--- src/rtl/prim_cmd_issuer.sv ---
// prim_cmd_issuer
//   Queues line descriptors from a host and serialises each one into a short
//   burst of 16-bit renderer command words {opcode[3:0], payload[11:0]}:
//     0x0|x0, 0x1|y0, 0x2|x1, 0x3|y1, 0x4|{4'h0,color}, 0xF|000 (start).
//   The colour word is dropped when the renderer already holds that colour.
//   After the start word the block waits for the renderer's done pulse
//   before it pops the next descriptor.
//
// Ports
//   clk            sole clock, rising edge
//   reset_n_i      asynchronous active-low reset
//   desc_valid_i   host offers a descriptor
//   desc_ready_o   FIFO has room (depends on the count only)
//   desc_*_i       descriptor fields: signed 12-bit endpoints, 8-bit colour
//   flush_i        drop all queued work and abandon the current line
//   rndr_done_i    renderer line-complete pulse (used only while waiting)
//   cmd_o          command word; holds its last value while not valid
//   cmd_valid_o    one command word per high cycle
//   busy_o         not idle, or descriptors still queued
//   fifo_count_o   number of queued descriptors
module prim_cmd_issuer #(
  parameter int FIFO_DEPTH = 4
) (
  input  logic                          clk,
  input  logic                          reset_n_i,
  input  logic                          desc_valid_i,
  output logic                          desc_ready_o,
  input  logic [11:0]                   desc_x0_i,
  input  logic [11:0]                   desc_y0_i,
  input  logic [11:0]                   desc_x1_i,
  input  logic [11:0]                   desc_y1_i,
  input  logic [7:0]                    desc_color_i,
  input  logic                          flush_i,
  input  logic                          rndr_done_i,
  output logic [15:0]                   cmd_o,
  output logic                          cmd_valid_o,
  output logic                          busy_o,
  output logic [$clog2(FIFO_DEPTH):0]   fifo_count_o
);

  localparam int PW = $clog2(FIFO_DEPTH);
  localparam int CW = PW + 1;

  typedef struct packed {
    logic signed [11:0] x0;
    logic signed [11:0] y0;
    logic signed [11:0] x1;
    logic signed [11:0] y1;
    logic [7:0]         color;
  } desc_t;

  typedef enum logic [1:0] {IDLE, SEND, WAIT} state_t;

  state_t         state_q;
  desc_t          mem_q [FIFO_DEPTH];
  desc_t          desc_q;
  desc_t          desc_in;
  logic [PW-1:0]  wr_ptr_q;
  logic [PW-1:0]  rd_ptr_q;
  logic [CW-1:0]  count_q;
  logic [2:0]     idx_q;
  logic [7:0]     cache_q;
  logic           cache_vld_q;
  logic [15:0]    cmd_q;
  logic           cmd_vld_q;
  logic           push;
  logic           pop;

  assign desc_in = '{x0: desc_x0_i, y0: desc_y0_i, x1: desc_x1_i,
                     y1: desc_y1_i, color: desc_color_i};

  assign desc_ready_o = (count_q < CW'(FIFO_DEPTH));
  // Flush wins over everything, so a push or pop in the flush cycle is void.
  assign push = desc_valid_i && desc_ready_o && !flush_i;
  assign pop  = (state_q == IDLE) && (count_q != '0) && !flush_i;

  // NOTE: descriptor storage has no reset; the count and pointers alone
  // decide which entries are meaningful, so clearing the array buys nothing.
  always_ff @(posedge clk) begin
    if (push) mem_q[wr_ptr_q] <= desc_in;
  end

  // Pointers wrap naturally because FIFO_DEPTH is a power of two.
  // NOTE: all state is updated with non-blocking assignments so every
  // register samples the pre-edge value of every other register.
  always_ff @(posedge clk or negedge reset_n_i) begin
    if (!reset_n_i) begin
      wr_ptr_q <= '0;
      rd_ptr_q <= '0;
      count_q  <= '0;
    end else if (flush_i) begin
      wr_ptr_q <= '0;
      rd_ptr_q <= '0;
      count_q  <= '0;
    end else begin
      if (push) wr_ptr_q <= wr_ptr_q + PW'(1);
      if (pop)  rd_ptr_q <= rd_ptr_q + PW'(1);
      case ({push, pop})
        2'b10:   count_q <= count_q + CW'(1);
        2'b01:   count_q <= count_q - CW'(1);
        default: count_q <= count_q;
      endcase
    end
  end

  always_ff @(posedge clk or negedge reset_n_i) begin
    if (!reset_n_i) begin
      state_q     <= IDLE;
      desc_q      <= '0;
      idx_q       <= '0;
      cache_q     <= '0;
      cache_vld_q <= 1'b0;
      cmd_q       <= '0;
      cmd_vld_q   <= 1'b0;
    end else begin
      cmd_vld_q <= 1'b0;
      if (flush_i) begin
        state_q     <= IDLE;
        cache_vld_q <= 1'b0;
      end else begin
        unique case (state_q)
          IDLE: begin
            if (pop) begin
              desc_q  <= mem_q[rd_ptr_q];
              idx_q   <= '0;
              state_q <= SEND;
            end
          end
          SEND: begin
            cmd_vld_q <= 1'b1;
            unique case (idx_q)
              3'd0: begin cmd_q <= {4'h0, desc_q.x0}; idx_q <= 3'd1; end
              3'd1: begin cmd_q <= {4'h1, desc_q.y0}; idx_q <= 3'd2; end
              3'd2: begin cmd_q <= {4'h2, desc_q.x1}; idx_q <= 3'd3; end
              3'd3: begin cmd_q <= {4'h3, desc_q.y1}; idx_q <= 3'd4; end
              3'd4: begin
                // Renderer already holds this colour: go straight to start.
                if (cache_vld_q && (cache_q == desc_q.color)) begin
                  cmd_q   <= 16'hF000;
                  state_q <= WAIT;
                end else begin
                  cmd_q       <= {4'h4, 4'h0, desc_q.color};
                  cache_q     <= desc_q.color;
                  cache_vld_q <= 1'b1;
                  idx_q       <= 3'd5;
                end
              end
              default: begin
                cmd_q   <= 16'hF000;
                state_q <= WAIT;
              end
            endcase
          end
          WAIT: begin
            if (rndr_done_i) state_q <= IDLE;
          end
          default: state_q <= IDLE;
        endcase
      end
    end
  end

  assign cmd_o        = cmd_q;
  assign cmd_valid_o  = cmd_vld_q;
  assign busy_o       = (state_q != IDLE) || (count_q != '0);
  assign fifo_count_o = count_q;

endmodule

--- config.mk ---
export PLATFORM = sky130hd
export DESIGN_NAME = prim_cmd_issuer
export DESIGN_NICKNAME = d
export VERILOG_FILES = /design/src/rtl/prim_cmd_issuer.sv
export SDC_FILE = /design/constraint.sdc
export NUM_CORES = 1
export LEC_CHECK = 0
export CAP_MARGIN = 20
export CORE_ASPECT_RATIO = 1.4
export CORE_MARGIN = 5
export CORE_UTILIZATION = 63
export CTS_CLUSTER_SIZE = 14
export DETAILED_ROUTE_END_ITERATION = 16
export GPL_TIMING_DRIVEN = 0
export HOLD_SLACK_MARGIN = 0.02
export PLACE_DENSITY = 0.84
export SLEW_MARGIN = 0
export SYNTH_ARGS = -nofsm -noshare
export SYNTH_HDL_FRONTEND = slang
export SYNTH_SLANG_ARGS = --single-unit
--- constraint.sdc ---
create_clock -name clk -period 5.5 [get_ports clk]
set_input_delay 0.55 -clock clk [delete_from_list [all_inputs] [get_ports clk]]
set_output_delay 0.55 -clock clk [all_outputs]
set_load 0.01 [all_outputs]
==> reports/results.ini, run 1 <==
[final_layout]
final_nets = 766
drive_gt1_share_pct = 28.8
area_growth_pct = 16.7
diodes = 0
final_core_util_pct = 74.5

[placement]
io_buffers = 82
routabilityCongestion = 0.851
hpwl_um = 15500
place_ws_ns = 2.45

[synthesis]
synth_most_common_cell = edfxtp_1
ys_ff_latch = 318
synthCells = 586
syn_avg_cell_area_um2 = 20.9
synth_fa_ha_area_share_pct = 0.571
synth_top_family_by_area = multiplexers
synth_compound_area_share_pct = 2.34
yosys.area_share.simple_pct = 2.05
synth_area_um2 = 12300
synth_top_flop_cell = edfxtp_1
ys_top_cells_by_area = edfxtp_1, dfrtp_1, mux4_2
seq_area_frac_synth_pct = 74.0
synth_top_area_share_pct = 54.9
synth_edf_count = 224
yosysWarningCount = 0
async_reset_ff_share_pct = 29.6
synth.distinct_cells = 42
synth_common_cells = edfxtp_1, dfrtp_1, mux4_2
synth_fp_nets = 652
synthXorXnorAreaFrac_pct = 0.929
muxShareOfSynthArea_pct = 18.6
yosys.area.top_type = edfxtp_1

[timing]
finalClockSkew_ns = 0.0141
grt_setup_unrepaired = no
min_period_over_period_pct = 45.8
worstMarginPinSlew_ns = 0.908
setup_violations = 0
final_max_slew_viol_count = 0
fin_crit_ns = 2.52
max-slew-margin-rel_pct = 39.5
fin_ws_ns = 2.98
hold_viol_final = 0
fmax_ghz = 0.397
fin_tns_setup_ns = 0
hold_slack_ns = 0.493

[global_route]
overflow = 0
grt_max_degree = 67
antenna_found_initial = 0
grt_pass1_wl_um = 37000
grt_pass1_vias = 6409
track_usage_pct = 21.9

[pwr]
p_leak_nw = 5.02
powerDensity_nw_per_um2 = 491
power_mw = 7.03
vdd.ir_drop.worst_mv = 0.279

[clocking]
worstSkewPairLatency_ns = 0.53
ctsHtreeMaxLevel = 1
clk_pin_slew_worst_paths_ns = 0.06
hold_buffers = 1
postCtsSetupBuffers = 0
cts_buffer_depth = 3
cts_buffers = 28
root_buffer = clkbuf_16
cts_tree = built
cts.sinks = 318
cts_resized = 0

[drt]
dr_total_vias = 5971
drt-total-wl_um = 23900
wl_met1_um = 8730
routedWlPerCell_um = 24.6
top_layer = met4
routed_via_density = 6.16
drc = 0
antenna_left = 0
wl_met3_um = 1350
drt_first_iter_violations = 513
dr.pass1.iters = 5
wl_met2_um = 12900

[critical_path]
required_ns = 5.65
start_kind = input port
cp_max_fo = 56
path_class = in2reg
arrival_ns = 2.67
r2r_slack_ns = 3.07
endpoint_kind = register

[floorplan]
dieArea_um2 = 22400
rows = 60
io_pins = 83
die_w_um = 128
die_h_um = 175
start_util_pct = 63.8
core_area_um2 = 19200

[hold_path]
hp-class = in2async

[run]
max-cap-violations = 0

[run_status]
status = finished clean

final timing paths:
kind / cells past startpoint / start / end
min in group clk: 1 / desc_q[28] / desc_q[28]
max reg2reg: 4 / fifo_count_o[2] / mem_q[2][11]
min reg2reg: 1 / desc_q[28] / desc_q[28]
min: 2 / reset_n_i / desc_q[3]
max: 5 / desc_valid_i / mem_q[2][11]
max in group asynchronous: 3 / reset_n_i / cmd_o[12]
area by class of cell:
| cell class | instances | area [um^2] |
|---|---|---|
| Timing Repair Buffer | 84 | 856 |
| Multi-Input combinational cell | 233 | 3020 |
| Fill cell | 1094 | 4900 |
| Clock buffer | 48 | 858 |
| Clock inverter | 4 | 18.8 |
| Inverter | 5 | 18.8 |
| Buffer | 30 | 156 |
| Tap cell | 248 | 310 |
| Sequential cell | 318 | 9080 |
layout by cell type, fill, tap and decap left out, drive strengths merged:
cell type,count
ha,4
nor4,2
mux2i,3
edfxtp,224
nand4,1
nand2b,4
o31a,1
nor2,17
clkinv,4
o31ai,2
fa,1
and2,4
nor3,5
clkbuf,59
mux2,64
nand3,2
nor2b,2
o21bai,2
a41oi,1
buf,21
a221oi,1
o21a,1
xor2,3
o41ai,1
clkdlybuf4s50,81
xnor2,10
dlygate4sd3,1
nand2,7
a21o,10
a22o,13
a21oi,2
dfrtp,94
or2,1
inv,5
mux4,68
o21ai,1
cells by family (layout without fill, tap and decap cells):
family,after synthesis,count (layout)
flip-flops,318,318
multiplexers,135,135
AND/OR/NAND/NOR,45,45
AO/OA/AOI/OAI,35,35
buffers and inverters,35,171
XOR/XNOR,13,13
adder cells (fa/ha/maj),5,5
registers in the layout, summed over array words and instances, names as in the netlist:
signal	flops
wr_ptr_q	2
cache_vld_q	1
state_q	2
mem_q	224
idx_q	3
cmd_valid_o	1
desc_q	56
fifo_count_o	3
cmd_o	16
cache_q	8
rd_ptr_q	2
routing by layer:
| layer | GRT usage (%) | vias up |
|---|---|---|
| li1 | - | 2571 |
| met1 | 28.4 | 3129 |
| met2 | 37.8 | 219 |
| met3 | 3.24 | 52 |
| met4 | 8.19 | 0 |
| met5 | 0 | - |
power breakdown:
group / switching [mW] / internal (mW)
logic: 0.834 / 1.02
registers: 0.301 / 3.02
clock network: 0.802 / 1.06
worst max-delay path, cell delays in order:
cell	delay, ns
clkdlybuf4s50_1	0.51
nor2b_1	0.15
clkbuf_1	0.28
nor2b_1	0.33
and2_4	0.74
per-stage QoR:
step                      cells  area (um^2)
final                       970        14300
after global routing        970        14300
after CTS                   970        14300
after detailed placement    917        13400
after global placement      916        13400
after floorplan             586        12300
Note: power is estimated with default switching activity, not from simulation.
==> run 2, diff against run 1 <==
Settings changed: CORE_UTILIZATION 63 to 58, PLACE_DENSITY 0.84 to 0.79.
Clock period 5.5 ns to 2.35 ns, I/O delays scaled along.
==> run 2 against run 1 <==
Net effect:
- global-route usage shrank 0.77 points
- flip-flop and latch count is the same
- hold slack lost 0.31 ns
- clock skew fell by 0.0042 ns
- first-iteration DRC count shrank 14%
- sequential share of layout area shrank 0.57 points
- clock power rose by 150%
- count of clock-buffer cells in the layout fell by 2
- worst setup slack got worse by 2.9 ns
- final area up 0.90%
- wire length increased by 4.4%
- register-to-register slack got worse by 3.0 ns
- largest cell class unchanged
- largest power group unchanged
==> reports/results.ini, run 2 (synthesis gave the netlist of run 1 again) <==
[run_status]
status = finished clean

[drt]
dr_total_vias = 6091
dr.pass1.iters = 5
drt-total-wl_um = 24900
routedWlPerCell_um = 25.3
antenna_left = 0
routed_via_density = 6.17
drc = 0
drt_first_iter_violations = 440

[final_layout]
final_common_cell = edfxtp_1
regMostFlops = mem_q
fin_cells = 987
regArea_um2 = 9080
layout_common_cells = edfxtp_1, dfrtp_1, clkdlybuf4s50_1
diodes = 0
final_core_util_pct = 68.6
area_growth_pct = 17.8
nFillCells = 1288
final_area_um2 = 14400
multi_input_area_um2 = 3060
drive_gt1_share_pct = 30.1
largest_reg_flops = 224
final_nets = 771

[pwr]
seqPwrFrac_pct = 46.3
p_int_mw = 12.1
p_sw_share_pct = 27.4
power.switching_mw = 4.58
p_clk_share_pct = 27.6
powerDensity_nw_per_um2 = 1160
vdd.ir_drop.worst_mv = 0.652
power_mw = 16.7
p_leak_nw = 5.07
combPwrFrac_pct = 26.1

[timing]
worstMarginPinSlew_ns = 0.683
fin_crit_ns = 2.23
max-slew-margin-rel_pct = 54.5
hold_viol_final = 0
fin_tns_setup_ns = 0
grt_setup_unrepaired = no
finalClockSkew_ns = 0.00992
fmax_ghz = 0.448
setup_violations = 0
min_period_over_period_pct = 94.9
final_max_slew_viol_count = 0

[critical_path]
required_ns = 2.52
endpoint_kind = register
path_cells = nor2b_1 -> clkbuf_1 -> nor2b_4 -> and2_4
arrival_ns = 2.40
rr_worst_depth = 4
slowest_delay_ns = 0.53
cp_max_fo = 28
slowest_stage = and2_4
path_class = reg2reg
start_kind = register

[placement]
routabilityCongestion = 0.814
placed_cell_area_um2 = 13400
io_buffers = 82
hpwl_um = 15400
placed_cells = 929

[floorplan]
core_area_um2 = 21000
die_w_um = 133
die_h_um = 182
io_pins = 83
start_util_pct = 58.3
rows = 63
dieArea_um2 = 24200

[clocking]
root_buffer = clkbuf_16
cts_buffers = 29
clk_pin_slew_worst_paths_ns = 0.06
cts.sinks = 318
ctsHtreeMaxLevel = 1
worstSkewPairLatency_ns = 0.54
cts_tree = built
cts_buffer_depth = 3

[global_route]
busiest_layer = met2
grt_max_degree = 65
grt_pass1_vias = 6619
overflow = 0
use_met2_pct = 36.9
grt_pass1_wl_um = 38800
met3_usage_pct = 2.88
antenna_found_initial = 0
grt_use_met1_pct = 27.1
track_usage_pct = 21.1

[hold_path]
hp-class = in2async

[run]
max-cap-violations = 0

## run 2: cell types whose count changed in the layout (fill, tap and decap cells not counted)
| cell | change |
|---|---|
| and2_4 | +4 |
| bufinv_16 | +1 |
| clkbuf_1 | -7 |
| clkbuf_16 | -1 |
| clkbuf_8 | +6 |
| clkinv_1 | +2 |
| clkinv_2 | -1 |
| clkinvlp_4 | +1 |
| nor2b_1 | -1 |
| nor2b_4 | +1 |
## run 2: repair_timing
action,4_1_cts,5_1_grt
setup buffers,0,0
hold endpoints to repair,30,0
setup endpoints to repair,224,0
gates resized for setup,6,0
hold buffers,1,0
## run 2: critical path, delay by kind of cell, from the launching register on
family        cells  cell delay, ns
simple gates      3            1.05
buf+inv           1            0.33
flops             1            0.46
## run 2: final cells by class
class                           count  area share, %
Sequential cell                   318           62.9
Multi-Input combinational cell    237           21.2
Clock buffer                       46           6.16
Timing Repair Buffer               84           5.93
Tap cell                          260           2.25
Buffer                             30           1.08
Clock inverter                      7          0.407
Inverter                            5          0.130
## run 2: stage by stage
stage | worst slack [ns] | hold WS, ns
floorplan | 0.171 | -0.0606
global placement | -2.23 | 0.475
detailed placement | -0.407 | 0.213
CTS | 0.121 | 0.190
global route | 0.0344 | 0.229
finish | 0.119 | 0.187
## run 2: worst paths after layout
path                                      start               to  slack, ns
worst max-delay path            fifo_count_o[2]      mem_q[0][7]       0.12
worst min-delay path                  reset_n_i  fifo_count_o[2]       0.19
worst max register to register  fifo_count_o[2]      mem_q[0][7]       0.12
worst min register to register       desc_q[30]       desc_q[30]       0.51
max in group asynchronous             reset_n_i       desc_q[10]       1.49
min in group clk                    rndr_done_i       state_q[1]       0.28
## run 2: routing by layer
metal | routed length [um] | vias up
li1 | - | 2588
met1 | 9370 | 3231
met2 | 13300 | 214
met3 | 1300 | 58
met4 | 971 | 0
met5 | 0 | -
## run 2: power groups by stage
stage	clock network, mW	registers, mW	logic (mW)
after floorplan	0	7.60	2.97
after global placement	0	7.80	4.12
after detailed placement	0	7.85	4.30
after CTS	4.69	7.75	4.41
after global routing	4.92	7.83	4.67
final	4.62	7.75	4.36
==> run 3, diff against run 2 <==
Settings changed: CORE_UTILIZATION 58 to 30, CTS_BUF_LIST set to sky130_fd_sc_hd__clkbuf_8 sky130_fd_sc_hd__clkbuf_16, PLACE_DENSITY 0.79 to unset.
==> run 3 against run 2 <==
Net effect:
- register-to-register slack gained 0.02 ns
- count of clock-buffer cells in the layout shrank 7
- die area is 86% higher
- critical endpoint is now desc_q[24]
- largest cell class unchanged
- highest routed layer unchanged
==> reports/results.ini, run 3 (synthesis gave the netlist of run 1 again) <==
[pwr]
power_mw = 16.8
p_leak_nw = 5.18
vdd.ir_drop.worst_mv = 0.637
powerDensity_nw_per_um2 = 1130

[run_status]
status = finished clean

[floorplan]
die_h_um = 249
start_util_pct = 30.4
io_pins = 83
die_w_um = 181
core_area_um2 = 40400
dieArea_um2 = 45100
rows = 87

[global_route]
grt_use_met1_pct = 14.5
overflow = 0
track_usage_pct = 11.3
grt_pass1_vias = 6190
grt_max_degree = 53
grt_pass1_wl_um = 39000
use_met2_pct = 20.0
busiest_layer = met2
antenna_found_initial = 0
met3_usage_pct = 1.84

[clocking]
worstSkewPairLatency_ns = 0.56
cts_tree = built
cts_buffer_depth = 3
cts.sinks = 318
cts_buffers = 31
root_buffer = clkbuf_16
clk_pin_slew_worst_paths_ns = 0.06
ctsHtreeMaxLevel = 1
postCtsSetupBuffers = 0

[timing]
setup_violations = 0
fin_crit_ns = 2.21
min_period_over_period_pct = 94.1
hold_viol_final = 0
grt_setup_unrepaired = no
worstMarginPinSlew_ns = 0.731
fmax_ghz = 0.452
finalClockSkew_ns = 0.0250
max-slew-margin-rel_pct = 51.3
final_max_slew_viol_count = 0

[final_layout]
final_area_um2 = 14900
largest_reg_flops = 224
fin_cells = 1267
drive_gt1_share_pct = 30.6
final_nets = 774
final_common_cell = edfxtp_1
regMostFlops = mem_q
layout_common_cells = edfxtp_1, dfrtp_1, clkdlybuf4s50_1
area_growth_pct = 21.6
diodes = 0

[placement]
io_buffers = 82
hpwl_um = 17200
placed_cell_area_um2 = 13900
routabilityCongestion = 0.759
placed_cells = 1207

[drt]
antenna_left = 0
dr.pass1.iters = 4
drc = 0
routed_via_density = 4.61
dr_total_vias = 5836
drt_first_iter_violations = 358
drt-total-wl_um = 26100
routedWlPerCell_um = 20.6

[critical_path]
cp_max_fo = 10
start_kind = register
endpoint_kind = register
required_ns = 2.78
rr_worst_depth = 4
arrival_ns = 2.64
path_class = reg2reg

[run]
max-cap-violations = 0

[hold_path]
hp-class = in2async

==> run 3: cell types whose count changed in the layout (fill, tap and decap cells not counted), sizes merged <==
cell / change
and2: -3
clkinvlp: -1
buf: +3
clkbuf: -6
clkinv: +1
inv: +12
==> run 3: layout make-up <==
class	count	area [um^2]
Fill cell	3707	25500
Sequential cell	318	9080
Multi-Input combinational cell	234	3030
Timing Repair Buffer	88	958
Clock buffer	39	886
Tap cell	534	668
Buffer	30	159
Clock inverter	19	110
Inverter	5	18.8
==> run 3: worst max-delay path, stage by stage (launching register included) <==
cell and delay, ns:
dfrtp_1 0.37, buf_2 0.36, clkbuf_1 0.60, mux4_2 0.45, mux2_2 0.29
==> run 3: through the flow <==
step | util, % | setup WS, ns | hold slack (ns) | TNS, ns
2_1_floorplan | - | 0.171 | -0.0606 | 0
3_3_place_gp | 34.1 | -2.59 | 0.472 | -442.11
3_5_place_dp | 34.4 | -0.281 | 0.278 | -27.43
4_1_cts | 36.9 | 0.00947 | 0.233 | 0
5_1_grt | 36.9 | 0.0404 | 0.266 | 0
6_report | 36.9 | 0.138 | 0.222 | 0
==> run 3: report_power, final <==
part	switching (mW)	internal (mW)	total (mW)
combinational	1.98	2.42	4.39
sequential	0.638	7.06	7.70
clock	1.99	2.74	4.74
total	4.61	12.2	16.8
==> run 3: metal layers <==
metal / vias up / part of all wire, %
met1: 3076 / 41
met5: - / 0
met2: 138 / 53
met4: 0 / 1.7
li1: 2590 / -
met3: 32 / 4.0
==> run 3: timing repair <==
item | in CTS | in global routing
setup endpoints to repair | 0 | 34
hold buffers | 1 | 0
gates resized for setup | 0 | 3
hold endpoints to repair | 42 | 0
==> run 3: final timing paths <==
path | start | to | slack, ns
setup / recovery | rd_ptr_q[1] | desc_q[24] | 0.14
hold / removal | reset_n_i | fifo_count_o[1] | 0.22
setup reg to reg | rd_ptr_q[1] | desc_q[24] | 0.14
hold reg to reg | cmd_o[14] | cmd_o[14] | 0.49
max in group asynchronous | reset_n_i | desc_q[44] | 1.46
min in group clk | rndr_done_i | state_q[1] | 0.27
